File: src/rtl/if_pkg.sv
// Shared types and constants for the MIPS32 IF-stage fetch controller.
package if_pkg;

    typedef enum logic [1:0] {
        S_BOOT,
        S_REQ,
        S_WAIT,
        S_HOLD
    } if_state_e;

    localparam logic [31:0] PC_INCR          = 32'd4;
    localparam logic [31:0] DEFAULT_RESET_PC = 32'h0000_0000;

endpackage

File: src/rtl/if_fetch_ctrl.sv
// IF-stage fetch controller: drives the PC register and runs a single-outstanding imem handshake.
// Optional misaligned-PC trap is enabled by defining IF_MISALIGN_CHECK_EN.
module if_fetch_ctrl
    import if_pkg::*;
#(
    parameter logic [31:0] RESET_PC = DEFAULT_RESET_PC
) (
    input  logic        Clk,
    input  logic        Rst_n,
    input  logic [31:0] PC_IF,
    output logic [31:0] Next_PC_IF,
    output logic        pc_stall,
    input  logic        redirect,
    input  logic [31:0] redirect_pc,
    output logic        imem_req,
    output logic [31:0] imem_addr,
    input  logic        imem_ready,
    input  logic        imem_rvalid,
    input  logic [31:0] imem_rdata,
    output logic [31:0] Instr_IF,
    output logic        instr_valid,
    input  logic        id_stall,
    output logic        fetch_misalign
);

    if_state_e   state_q, state_d;
    logic        kill_q, kill_d;
    logic        instr_valid_q, instr_valid_d;
    logic [31:0] instr_q, instr_d;
    logic        misalign_q, misalign_d;
    logic        pc_misaligned;

`ifdef IF_MISALIGN_CHECK_EN
    assign pc_misaligned = (PC_IF[1:0] != 2'b00);
`else
    // Never set, so misalign_q stays at its reset value of zero.
    assign pc_misaligned = 1'b0;
`endif

    assign imem_addr      = PC_IF;
    assign Instr_IF       = instr_q;
    assign instr_valid    = instr_valid_q;
    assign fetch_misalign = misalign_q;

    always_comb begin
        state_d       = state_q;
        kill_d        = kill_q;
        instr_valid_d = instr_valid_q;
        instr_d       = instr_q;
        misalign_d    = misalign_q;
        imem_req      = 1'b0;
        Next_PC_IF    = redirect ? redirect_pc : PC_IF + PC_INCR;
        pc_stall      = ~redirect;

        if (redirect) begin
            misalign_d = 1'b0;
        end

        case (state_q)
            S_BOOT: begin
                Next_PC_IF = RESET_PC;
                pc_stall   = 1'b0;
                state_d    = S_REQ;
            end
            S_REQ: begin
                if (pc_misaligned) begin
                    if (!redirect) begin
                        misalign_d = 1'b1;
                    end
                end else begin
                    imem_req = 1'b1;
                    // A redirect while the request is accepted leaves a word in flight to discard.
                    if (imem_ready) begin
                        state_d = S_WAIT;
                        kill_d  = redirect;
                    end
                end
            end
            S_WAIT: begin
                if (imem_rvalid) begin
                    if (kill_q || redirect) begin
                        kill_d  = 1'b0;
                        state_d = S_REQ;
                    end else begin
                        instr_d       = imem_rdata;
                        instr_valid_d = 1'b1;
                        state_d       = S_HOLD;
                    end
                end else if (redirect) begin
                    kill_d = 1'b1;
                end
            end
            S_HOLD: begin
                if (redirect || !id_stall) begin
                    pc_stall      = 1'b0;
                    instr_valid_d = 1'b0;
                    state_d       = S_REQ;
                end
            end
            default: begin
                state_d = S_BOOT;
            end
        endcase
    end

    always_ff @(posedge Clk or negedge Rst_n) begin
        if (!Rst_n) begin
            state_q       <= S_BOOT;
            kill_q        <= 1'b0;
            instr_valid_q <= 1'b0;
            instr_q       <= '0;
            misalign_q    <= 1'b0;
        end else begin
            state_q       <= state_d;
            kill_q        <= kill_d;
            instr_valid_q <= instr_valid_d;
            instr_q       <= instr_d;
            misalign_q    <= misalign_d;
        end
    end

endmodule

File: config.mk
export PLATFORM = sky130hd
export DESIGN_NAME = if_fetch_ctrl
export DESIGN_NICKNAME = d
export VERILOG_FILES = /design/src/rtl/if_pkg.sv /design/src/rtl/if_fetch_ctrl.sv
export SDC_FILE = /design/constraint.sdc
export NUM_CORES = 1
export LEC_CHECK = 0
export BUFFER_PORTS_ARGS = -buffer_cell sky130_fd_sc_hd__buf_2
export CAP_MARGIN = 30
export CORE_MARGIN = 2
export CORE_UTILIZATION = 42
export CTS_BUF_LIST = sky130_fd_sc_hd__clkbuf_2
export CTS_CLUSTER_SIZE = 25
export DETAILED_ROUTE_END_ITERATION = 16
export PLACE_DENSITY = 0.83
export SYNTH_ARGS = -nofsm -noshare
export SYNTH_HDL_FRONTEND = slang
export SYNTH_SLANG_ARGS = --single-unit
File: constraint.sdc
create_clock -name Clk -period 2.2 [get_ports Clk]
set_input_delay 0.11 -clock Clk [delete_from_list [all_inputs] [get_ports Clk]]
set_output_delay 0.11 -clock Clk [all_outputs]
set_load 0.005 [all_outputs]
Word-level counts from Yosys, hierarchy flattened
Cells that the tools add are included.

word-level totals
  memories kept = 0
  bits in read-only memories = 0
  register bits after elaboration = 36
  latch bits = 0
  logic and storage cells = 45
  output and inout port bits = 100
  RAM bits = 0

cells by class
  $mul = 0
  $add $sub $neg = 1
  shift-type cells = 0
  $lt $le $gt $ge = 0
  bitwise operators = 2
  eq/ne operators = 9
  reduce and logical (&&, ||, !) cells = 10
  mux-type cells = 19
  divide/modulo/power cells = 0

operators with widths
  operator                                                                number
  32-bit two-way mux                                                      2
  32-bit by 3-bit adder with 32-bit output (second input constant)        1
  1-bit two-way mux                                                       9
  2-bit two-way mux                                                       4
  2-bit != test (second input constant)                                   4
  2-bit case mux with 4 select lines                                      1
  4-bit AND reduction                                                     2
  3-bit != test (second input constant)                                   2
  1-bit case mux with 2 select lines                                      3
  3-bit AND reduction                                                     2
  2-bit equality test (second input constant)                             2
  2-bit nonzero test                                                      2
  2-bit by 1-bit equality test with 1-bit output (second input constant)  1
  2-bit zero test                                                         1
  1-bit logical OR                                                        2
  1-bit inverter                                                          2
  1-bit zero test                                                         1

Depth between registers and ports, before layout
Gate-level depths: netlist of the first run.

  word-level depth = 4
  depth in mapped cells = 7

Worst setup path after synthesis of the first run
OpenSTA, ideal clock, no wires.

  path type = register -> register
  from = register state_q[0]
  to = register instr_q[0], in the netlist Instr_IF[0]
  arrival = 1858 ps
  buffers on the path = 2
  stages on the path, launching flop included = 8
  period minus slack after synthesis = 1983 ps
  library setup time = 125 ps
  path slack = 217 ps
  data required time = 2075 ps
  path through = dfrtp_1 inv_1 ha_1 and3_1 and2_1 clkbuf_1 buf_1 mux2_2

on the way
  cells in the longest elaborated chain, start to end = 2

ends and longest elaborated chain
  what                                  RTL line              text
  start: declaration                    if_fetch_ctrl.sv:26   if_state_e state_q, state_d;
  start signal: assignment              if_fetch_ctrl.sv:114  state_q <= state_d;
  2-bit equality test                   if_fetch_ctrl.sv:59   case (state_q)
  3-bit AND reduction (no source line)  --
  end signal: assignment                if_fetch_ctrl.sv:117  instr_q <= instr_d;
  end: declaration                      if_fetch_ctrl.sv:29   logic [31:0] instr_q, instr_d;

No other way between the ends.
A chain may end at the register's enable or synchronous reset.

Final worst setup path of the first run
  from = input PC_IF[13]
  to = output Next_PC_IF[23]

on the way
  cells in the longest elaborated chain, start to end = 3

ends and longest elaborated chain
  what                                      RTL line             text
  start: declaration                        if_fetch_ctrl.sv:10  input logic [31:0] PC_IF,
  32-bit by 3-bit adder with 32-bit output  if_fetch_ctrl.sv:52  Next_PC_IF = redirect ? redirect_pc : PC_IF + PC_INCR;
  32-bit two-way mux                        if_fetch_ctrl.sv:52
  32-bit two-way mux                        if_fetch_ctrl.sv:59
  end: declaration                          if_fetch_ctrl.sv:11  output logic [31:0] Next_PC_IF,

No other way between the ends.

==> reports/results.tsv, run 1 <==
metric	value	unit
ioPinCount	202	
nets	614	
stdcell_count	585	
async_reset_ff_share	100	%
max_slew_margin	49.7	%
netlist_top_cells_area	dfrtp_1 32%, mux2_2 13%, buf_4 8.9%	
grt-ovfl-total	0	
synth_top_cell_area_share	32.3	%
drt_iter0_drc	96	
gp_congestion	0.841	
numPortBuffers	200	
wl_per_cell	15.6	µm
setup-violations-final	0	
ys.flop_type	dfrtp_1	
status	finished clean	
drt_first_pass_iters	4	
hold_viol	0	
crit_fanout	7	
grt_pass1_wl	13900	µm
power.leakage	2.07	nW
ys_top_cells_by_count	36 x dfrtp_1, 33 x buf_4, 32 x mux2_2	
syn_to_final_growth	46.2	%
cp-start-kind	input port	
syn_nets	415	
cp.required	2090	ps
synth_area	0.00279	mm²
slew_viol_final	0	
antenna_found_initial	0	
cp.arrival	1890	ps
finClkSkew	30.7	ps
r2r_start	state_q[0]	
clk_pin_slew	170	ps
grt_usage	23.7	%
diodes	0	
fill_cells	509	
synth_seq_area_share	32.3	%
drive_gt1_share	51.2	%
finish.utilization	63.8	%
yosys_warnings	0	
detail-route-antenna-nets	0	
drc_errors	0	
total_power	0.00291	W
dpl.hpwl	6610	µm
synth.most_common_cell	dfrtp_1	
fin_crit_sh	90.9	%
synth_cell_types	46	
totalWireLength	9130	µm
tns	0	ps
syn_inst	308	
detailroute.via_count	3189	
crit_start	PC_IF[13]	
power.density	714	mW/mm²
max_freq	500	MHz
row_count	29	
post_drt_via_cell_ratio	5.45	
hp-start	imem_rvalid	
hold_class	in -> reg	
worstSkewPairLatency	370	ps
chipHeight	85.4	µm
h-tree-depth	2	
die_area	0.00730	mm²
cts_buffers	5	
grt_max_degree	55	
min_period	2000	ps
chipWidth	85.4	µm
synth_seq_cells	36	
peakVddDrop	551	µV
tightest_slew	754	ps
avgSynthCellArea	9.04	µm²
cts.path.max_buffers	2	
core	0.00639	mm²
start_util	43.6	%
cp-end-kind	primary output	
rsz0062_at_grt	false	
synth_top_area_cell	dfrtp_1	
synth_edf_count	0	
cts_tree	done	
cts_root_buf	clkbuf_2	
numClockSinks	36	
drv_cap	0	
place_inst	544	
grt_pass1_vias	2936	
worstSetupPathType	in -> out	
## worst max-delay path, stage by stage
cell and delay [ps]:
buf_2 160, nand3_2 150, or3_2 550, or4_1 480, a311oi_1 280, buf_2 160
## metrics by stage
| stage | setup WS (ps) | instance area, µm² | hold WS, ps |
|---|---|---|---|
| 2_1_floorplan | 217 | 2790 | -186 |
| 6_report | 200 | 4070 | 78.2 |
| 3_3_place_gp | 149 | 3670 | 204 |
| 3_5_place_dp | 107 | 3670 | 219 |
| 5_1_grt | 74.5 | 4070 | 55.2 |
| 4_1_cts | 44.4 | 4070 | 49.1 |
## where the power goes
| part | total (W) | switching [W] | internal (W) | leakage (nW) |
|---|---|---|---|---|
| Combinational | 0.00148 | 0.000699 | 0.000784 | 1.56 |
| Clock | 0.000398 | 0.000202 | 0.000196 | 0.0430 |
| Sequential | 0.00103 | 0.000137 | 0.000889 | 0.469 |
## repair_timing
action                                  in CTS  in global routing
hold buffers                                33                  0
endpoints found under the setup margin       0                  3
buffers inserted                             0                  0
hold endpoints to repair                    68                  0
gates resized for setup                      0                  2
## area by class of cell
| type | instances | area (µm²) | area share [%] |
|---|---|---|---|
| Inverter | 11 | 41.3 | 1.01 |
| Clock inverter | 2 | 35.0 | 0.860 |
| Timing Repair Buffer | 241 | 1430 | 35.1 |
| Tap cell | 77 | 96.3 | 2.37 |
| Clock buffer | 6 | 30.0 | 0.737 |
| Multi-Input combinational cell | 212 | 1540 | 37.8 |
| Sequential cell | 36 | 901 | 22.1 |
## logic make-up (layout without fill, tap and decap cells)
family / Yosys count / in the layout / synth area share (%)
flops: 36 / 36 / 32.3
compound gates: 59 / 59 / 15.8
fa+ha+maj: 5 / 5 / 2.25
buf+inv: 60 / 260 / 12.6
simple gates: 99 / 99 / 18.8
xor+xnor: 13 / 13 / 4.09
other cells: 1 / 1 / 0.135
mux: 35 / 35 / 14.0
## sequential cells by signal (all words and copies together), names as in the netlist
name,cells
state_q,2
Instr_IF,32
kill_q,1
instr_valid,1
## cell usage in the layout, fill, tap and decap left out, types with 2 or more instances in the layout
cell type,synthesis,routed
nor3_1,3,3
mux2i_1,3,3
o21bai_1,2,2
a211oi_1,12,12
nand2_1,13,13
buf_12,0,3
and4_1,3,3
clkbuf_2,0,6
a221oi_1,2,2
inv_1,10,10
dlygate4sd3_1,0,33
o31ai_1,9,9
xnor2_1,9,9
a31oi_1,3,3
or3_1,3,3
o31a_1,2,2
nor2_1,30,30
ha_1,5,4
mux2_2,32,32
nand3_1,10,10
buf_4,33,5
dfrtp_1,36,36
xor2_1,4,4
nor4_1,5,5
buf_2,1,200
a311oi_1,11,11
or2_2,2,2
a21oi_1,5,5
or4_1,10,9
and3_1,5,5
o21ai_0,7,7
nand4_1,8,8
## final timing paths
check,to,slack [ps],depth (start not counted)
max,Next_PC_IF[23],200,6
min,kill_q,80,3
max reg2reg,Instr_IF[6],360,6
min reg2reg,Instr_IF[24],520,1
max in group asynchronous,Instr_IF[28],1320,2
min in group asynchronous,Instr_IF[3],370,2
## routing by layer
layer | wire (µm) | part of all wire, % | track usage [%]
met1 | 3550 | 39 | 27.8
met2 | 4610 | 50 | 43.4
met3 | 821 | 9.0 | 3.99
met4 | 146 | 1.6 | 8.23
met5 | 0 | 0 | 0
(Power assumes the default switching activity.)
==> run 2: changes to the inputs <==
==> config.mk (replaced) <==
export PLATFORM = sky130hd
export DESIGN_NAME = if_fetch_ctrl
export DESIGN_NICKNAME = d
export VERILOG_FILES = /design/src/rtl/if_pkg.sv /design/src/rtl/if_fetch_ctrl.sv
export SDC_FILE = /design/constraint.sdc
export NUM_CORES = 1
export LEC_CHECK = 0
export CAP_MARGIN = 30
export CORE_AREA = 2 2 78 80
export CTS_BUF_LIST = sky130_fd_sc_hd__clkbuf_2
export CTS_CLUSTER_SIZE = 25
export DETAILED_ROUTE_END_ITERATION = 16
export DIE_AREA = 0 0 80 82
export DONT_BUFFER_PORTS = 1
export SYNTH_ARGS = -nofsm -noshare
export SYNTH_HDL_FRONTEND = slang
export SYNTH_SLANG_ARGS = --single-unit
==> run 2 against run 1 <==
Global-route usage is 2.8 points lower; clock skew is 18 ps lower; sequential share of layout area is 7.4 points higher; wire length is 18% lower; combinational power is 41% lower; die area is 10% lower; non-clock buffer count is 199 lower; clock-buffer cell count is 1 lower; design area is 25% lower; largest cell class unchanged.
==> reports/results.tsv, run 2 (synthesis gave the netlist of run 1 again) <==
metric	value	unit
dpl.hpwl	5200	µm
peakVddDrop	367	µV
syn_to_final_growth	9.39	%
h-tree-depth	2	
grt_pass1_vias	2123	
postCtsSetupRepairBufs	0	
diodes	0	
drt_first_pass_iters	5	
largest_register_ffs	32	
core	0.00575	mm²
drive_gt1_share	18.4	%
fill_cells	528	
max_freq	510	MHz
ioPinCount	202	
cp-start-kind	register	
gp_congestion	0.760	
fin_crit_sh	89.2	%
rsz0062_at_grt	false	
post_drt_via_cell_ratio	6.09	
tns	0	ps
finClkSkew	13.1	ps
hold_viol	0	
chipWidth	80	µm
start_util	48.5	%
slew_viol_final	0	
hp-start	imem_ready	
power.leakage	1.23	nW
slowest_stage	dlygate4sd3_1	
place_ws	329	ps
max_slew_margin	63.9	%
crit_start	state_q[1]	
cp-end-kind	register	
grt_max_degree	53	
totalWireLength	7460	µm
grt_usage	20.9	%
worstSkewPairLatency	390	ps
drt_iter0_drc	101	
drc_errors	0	
route.met3.wl	670	µm
clk_pin_slew	170	ps
grt-ovfl-total	0	
crit_fanout	5	
total_power	0.00224	W
final_cell_mix	36 x dfrtp_1, 36 x dlygate4sd3_1, 32 x mux2_2, 30 x nor2_1, 13 x nand2_1	
nets	415	
final.setup.worst_slack	238	ps
crit_chain	inv_1, ha_1, nand2b_1, and3_1, a221oi_1, dlygate4sd3_1	
detailroute.via_count	2340	
min_period	1960	ps
chipHeight	82	µm
row_count	28	
cp.arrival	2300	ps
cts_buffers	5	
met2_length	3860	µm
antenna_found_initial	0	
worstSetupPathType	reg -> reg	
numClockSinks	36	
detail-route-antenna-nets	0	
crit_buf_inv	2	
die_area	0.00656	mm²
power.density	736	mW/mm²
drv_cap	0	
hold_class	in -> reg	
status	finished clean	
tightest_slew	541	ps
setup-violations-final	0	
grt_pass1_wl	10700	µm
met1_length	2850	µm
wl_per_cell	19.4	µm
cts_root_buf	clkbuf_2	
cts.path.max_buffers	2	
cp.required	2530	ps
critPathMaxStageDelay	580	ps
highest-signal-layer	met4	
cts_tree	done	
numPortBuffers	0	
r2r_start	state_q[1]	
cpLargestDelayFamily	buffers and inverters	
run 2: cell count changes in the layout (fill, tap and decap cells not counted), sizes merged:
cell         previous run  this run
buf                   208         6
clkinv                  1         3
clkbuf                  6         5
bufinv                  1         0
dlygate4sd3            33        36
run 2: layout make-up:
class | instances | area (µm²) | area share, %
flip-flops and latches | 36 | 901 | 29.6
multi-input cells | 212 | 1540 | 50.4
well taps | 75 | 93.8 | 3.08
clock inverters | 3 | 18.8 | 0.616
inverters | 11 | 41.3 | 1.36
clock buffers | 5 | 25.0 | 0.821
repair buffers | 42 | 430 | 14.1
run 2: path summary, 6_finish.rpt:
path	endpoint	slack, ps	depth (start not counted)
worst max-delay path	kill_q	240	6
worst min-delay path	state_q[1]	90	3
worst max register to register	kill_q	240	6
worst min register to register	Instr_IF[27]	560	1
max in group asynchronous	Instr_IF[7]	1880	2
min in group asynchronous	Instr_IF[4]	130	2
run 2: power breakdown:
part | switching, W | internal (W)
clock network | 0.000225 | 0.0000767
logic | 0.000438 | 0.000433
registers | 0.000180 | 0.000891
total | 0.000843 | 0.00140
run 2: per-layer routing:
layer	GRT usage, %	vias to the layer above
met2	39.2	115
met1	23.0	1110
met3	6.15	6
met4	5.59	0
li1	-	1109
met5	0	-
run 2: worst register-to-register path: cells and delay by family (launching register included):
| family | cells | cell delay [ps] |
|---|---|---|
| flops | 1 | 450 |
| compound gates | 1 | 190 |
| simple gates | 2 | 320 |
| fa+ha+maj | 1 | 280 |
| buf+inv | 2 | 670 |
run 2: repair_timing:
action,4_1_cts,5_1_grt
setup endpoints to repair,0,13
hold buffers,37,0
endpoints found under the hold margin,71,0
gates resized for setup,0,1
run 2: stage by stage:
stage | utilization, % | instance area [µm²] | hold WS, ps | instances
2_1_floorplan | - | 2790 | -186 | 308
3_3_place_gp | 45.6 | 2620 | -185 | 339
3_5_place_dp | 45.6 | 2620 | -185 | 339
4_1_cts | 53.0 | 3040 | 67.2 | 384
5_1_grt | 53.0 | 3050 | 89.5 | 384
6_report | 53.0 | 3050 | 90.8 | 384
==> run 3: changes to the inputs <==
--- a/config.mk
+++ b/config.mk
@@ -5,13 +5,15 @@
 export SDC_FILE = /design/constraint.sdc
 export NUM_CORES = 1
 export LEC_CHECK = 0
+export ABC_AREA = 1
 export CAP_MARGIN = 30
-export CORE_AREA = 2 2 78 80
+export CORE_AREA = 2 2 77 79
 export CTS_BUF_LIST = sky130_fd_sc_hd__clkbuf_2
 export CTS_CLUSTER_SIZE = 25
 export DETAILED_ROUTE_END_ITERATION = 16
-export DIE_AREA = 0 0 80 82
+export DIE_AREA = 0 0 79 81
 export DONT_BUFFER_PORTS = 1
+export PLACE_DENSITY_LB_ADDON = 0.3
 export SYNTH_ARGS = -nofsm -noshare
 export SYNTH_HDL_FRONTEND = slang
 export SYNTH_SLANG_ARGS = --single-unit
==> run 3 against run 2 <==
Critical path type is now reg -> out; sequential cell count is the same; clock-buffer cell count rose by 1; combinational power grew 19%; global-route usage up 6.2 points; largest power group unchanged; sequential power is 5% higher; register-to-register slack better by 150 ps; critical path depth decreased by 1; wire length rose by 19%; maximum frequency increased by 4.0%.
==> reports/results.tsv, run 3 <==
metric	value	unit
status	finished clean	
combPwrFrac	42.1	%
synth_cell_types	24	
grt_max_degree	37	
cp-end-kind	primary output	
detailroute.via_count	3061	
avgSynthCellArea	6.05	µm²
ys_top_cells_by_count	181 x nand2_1, 86 x nor2_1, 51 x inv_1	
antenna_found_initial	0	
numPortBuffers	0	
cp-start-kind	register	
r2r_start	state_q[0]	
drv_cap	0	
switching_share	44.4	%
drc_errors	0	
netlist_top_cells_area	dfrtp_1 29%, nand2_1 22%, nor2_1 10%	
reg2reg_slack	390	ps
ioPinCount	202	
grt_pass1_wl	13700	µm
synth_seq_cells	36	
chipWidth	79	µm
min_period	1890	ps
drive_gt1_share	6.18	%
crit_fanout	16	
hold_class	in -> reg	
pwr-share-seq	45.7	%
route.met3.wl	836	µm
intPower	0.00137	W
worstSkewPairLatency	380	ps
r2r_cells	8	
clk_pin_slew	170	ps
cts_buffers	5	
ys.flop_type	dfrtp_1	
whs_path_depth	4	
power.density	738	mW/mm²
synth_top_cell_area_share	28.6	%
row_count	28	
highest-signal-layer	met4	
cts_tree	done	
post_drt_via_cell_ratio	5.16	
max_freq	530	MHz
nets	624	
syn_nets	628	
grt_usage	27.2	%
cts.path.max_buffers	2	
syn_inst	521	
cts_resized	0	
drt_first_pass_iters	4	
fin_crit_sh	85.7	%
cp.required	2090	ps
h-tree-depth	2	
synth_seq_area_share	28.6	%
die_area	0.00640	mm²
met2_length	4500	µm
cts_root_buf	clkbuf_2	
reg2reg_to	Instr_IF[3]	
synth_area	0.00315	mm²
pwr-share-clk	12.2	%
dpl.hpwl	6440	µm
postCtsSetupRepairBufs	0	
setup-violations-final	0	
detail-route-antenna-nets	0	
hold_viol	0	
yosys_warnings	0	
chipHeight	81	µm
slew_viol_final	0	
final_cell_mix	181 x nand2_1, 86 x nor2_1, 51 x inv_1, 36 x dfrtp_1, 33 x dlygate4sd3_1	
finClkSkew	20.2	ps
cp.arrival	1780	ps
start_util	55.6	%
drt_iter0_drc	138	
core	0.00568	mm²
largest_register_ffs	32	
synth.most_common_cell	nand2_1	
syn_to_final_growth	5.87	%
numClockSinks	36	
peakVddDrop	639	µV
met1_length	3390	µm
worstSetupEndpoint	Next_PC_IF[12]	
gp_congestion	0.892	
worstSetupPathType	reg -> out	
grt-ovfl-total	0	
power.leakage	1.76	nW
hold_ws	23.5	ps
grt_pass1_vias	2917	
async_reset_ff_share	100	%
synth_top_area_cell	dfrtp_1	
rsz0062_at_grt	false	
synth_edf_count	0	
layout_commonest_cell	nand2_1	
p_switching	0.00110	W
tns	0	ps
wl_per_cell	14.9	µm
finish.utilization	58.8	%
diodes	0	
crit_start	state_q[0]	
totalWireLength	8860	µm
-- run 3: repair_timing --
action	in CTS	in global routing
endpoints found under the hold margin	68	0
endpoints found under the setup margin	0	0
hold buffers	34	0
-- run 3: metrics by stage --
stage / total power [W] / setup slack (ps) / instances / area [µm²]
after floorplan: 0.00190 / 738 / 521 / 3150
after global placement: 0.00205 / 570 / 551 / 2950
after detailed placement: 0.00209 / 477 / 551 / 2950
after CTS: 0.00245 / 250 / 593 / 3340
after global routing: 0.00269 / 43.0 / 593 / 3340
final: 0.00246 / 314 / 593 / 3340
-- run 3: power by group through the flow --
stage	Sequential (W)	Clock, W	Combinational, W
2_1_floorplan	0.00106	0	0.000832
3_3_place_gp	0.00113	0	0.000920
3_5_place_dp	0.00112	0	0.000969
4_1_cts	0.00112	0.000305	0.00102
5_1_grt	0.00115	0.000341	0.00120
6_report	0.00112	0.000302	0.00104
-- run 3: logic make-up (layout without fill, tap and decap cells) --
kind of cell | after synthesis | count (layout) | synth area share (%)
other | 1 | 1 | 0.119
AO/OA/AOI/OAI | 46 | 46 | 7.38
flip-flops | 36 | 36 | 28.6
AND/OR/NAND/NOR | 323 | 323 | 43.0
XOR/XNOR | 8 | 8 | 2.22
adder cells (fa/ha/maj) | 5 | 5 | 1.98
buffers and inverters | 102 | 99 | 16.8
-- run 3: worst max-delay path: stages, from the launching register on --
cell,delay (ps)
dfrtp_1,410
inv_1,80
ha_1,210
inv_1,310
o21ai_0,170
a21oi_1,240
-- run 3: area by class of cell --
class | instances | area [µm²]
fill | 553 | 2340
multi-input combinational | 383 | 1720
sequential | 36 | 901
timing repair buffer | 38 | 380
inverter | 53 | 199
tap | 75 | 93.8
clock buffer | 6 | 30.0
clock inverter | 2 | 11.3
-- run 3: worst min path at each step --
stage	start	end	slack, ps
after floorplan	Rst_n	Instr_IF[0]	-190
after global placement	Rst_n	Instr_IF[2]	-180
after detailed placement	Rst_n	Instr_IF[5]	-180
after CTS	imem_rvalid	kill_q	0.06
after global routing	imem_rvalid	kill_q	30
final	imem_rvalid	kill_q	20
-- run 3: layer usage --
metal / GRT usage (%) / up-vias
met5: 0 / -
met4: 9.14 / 0
met3: 7.11 / 12
met2: 49.2 / 169
met1: 31.2 / 1334
li1: - / 1546
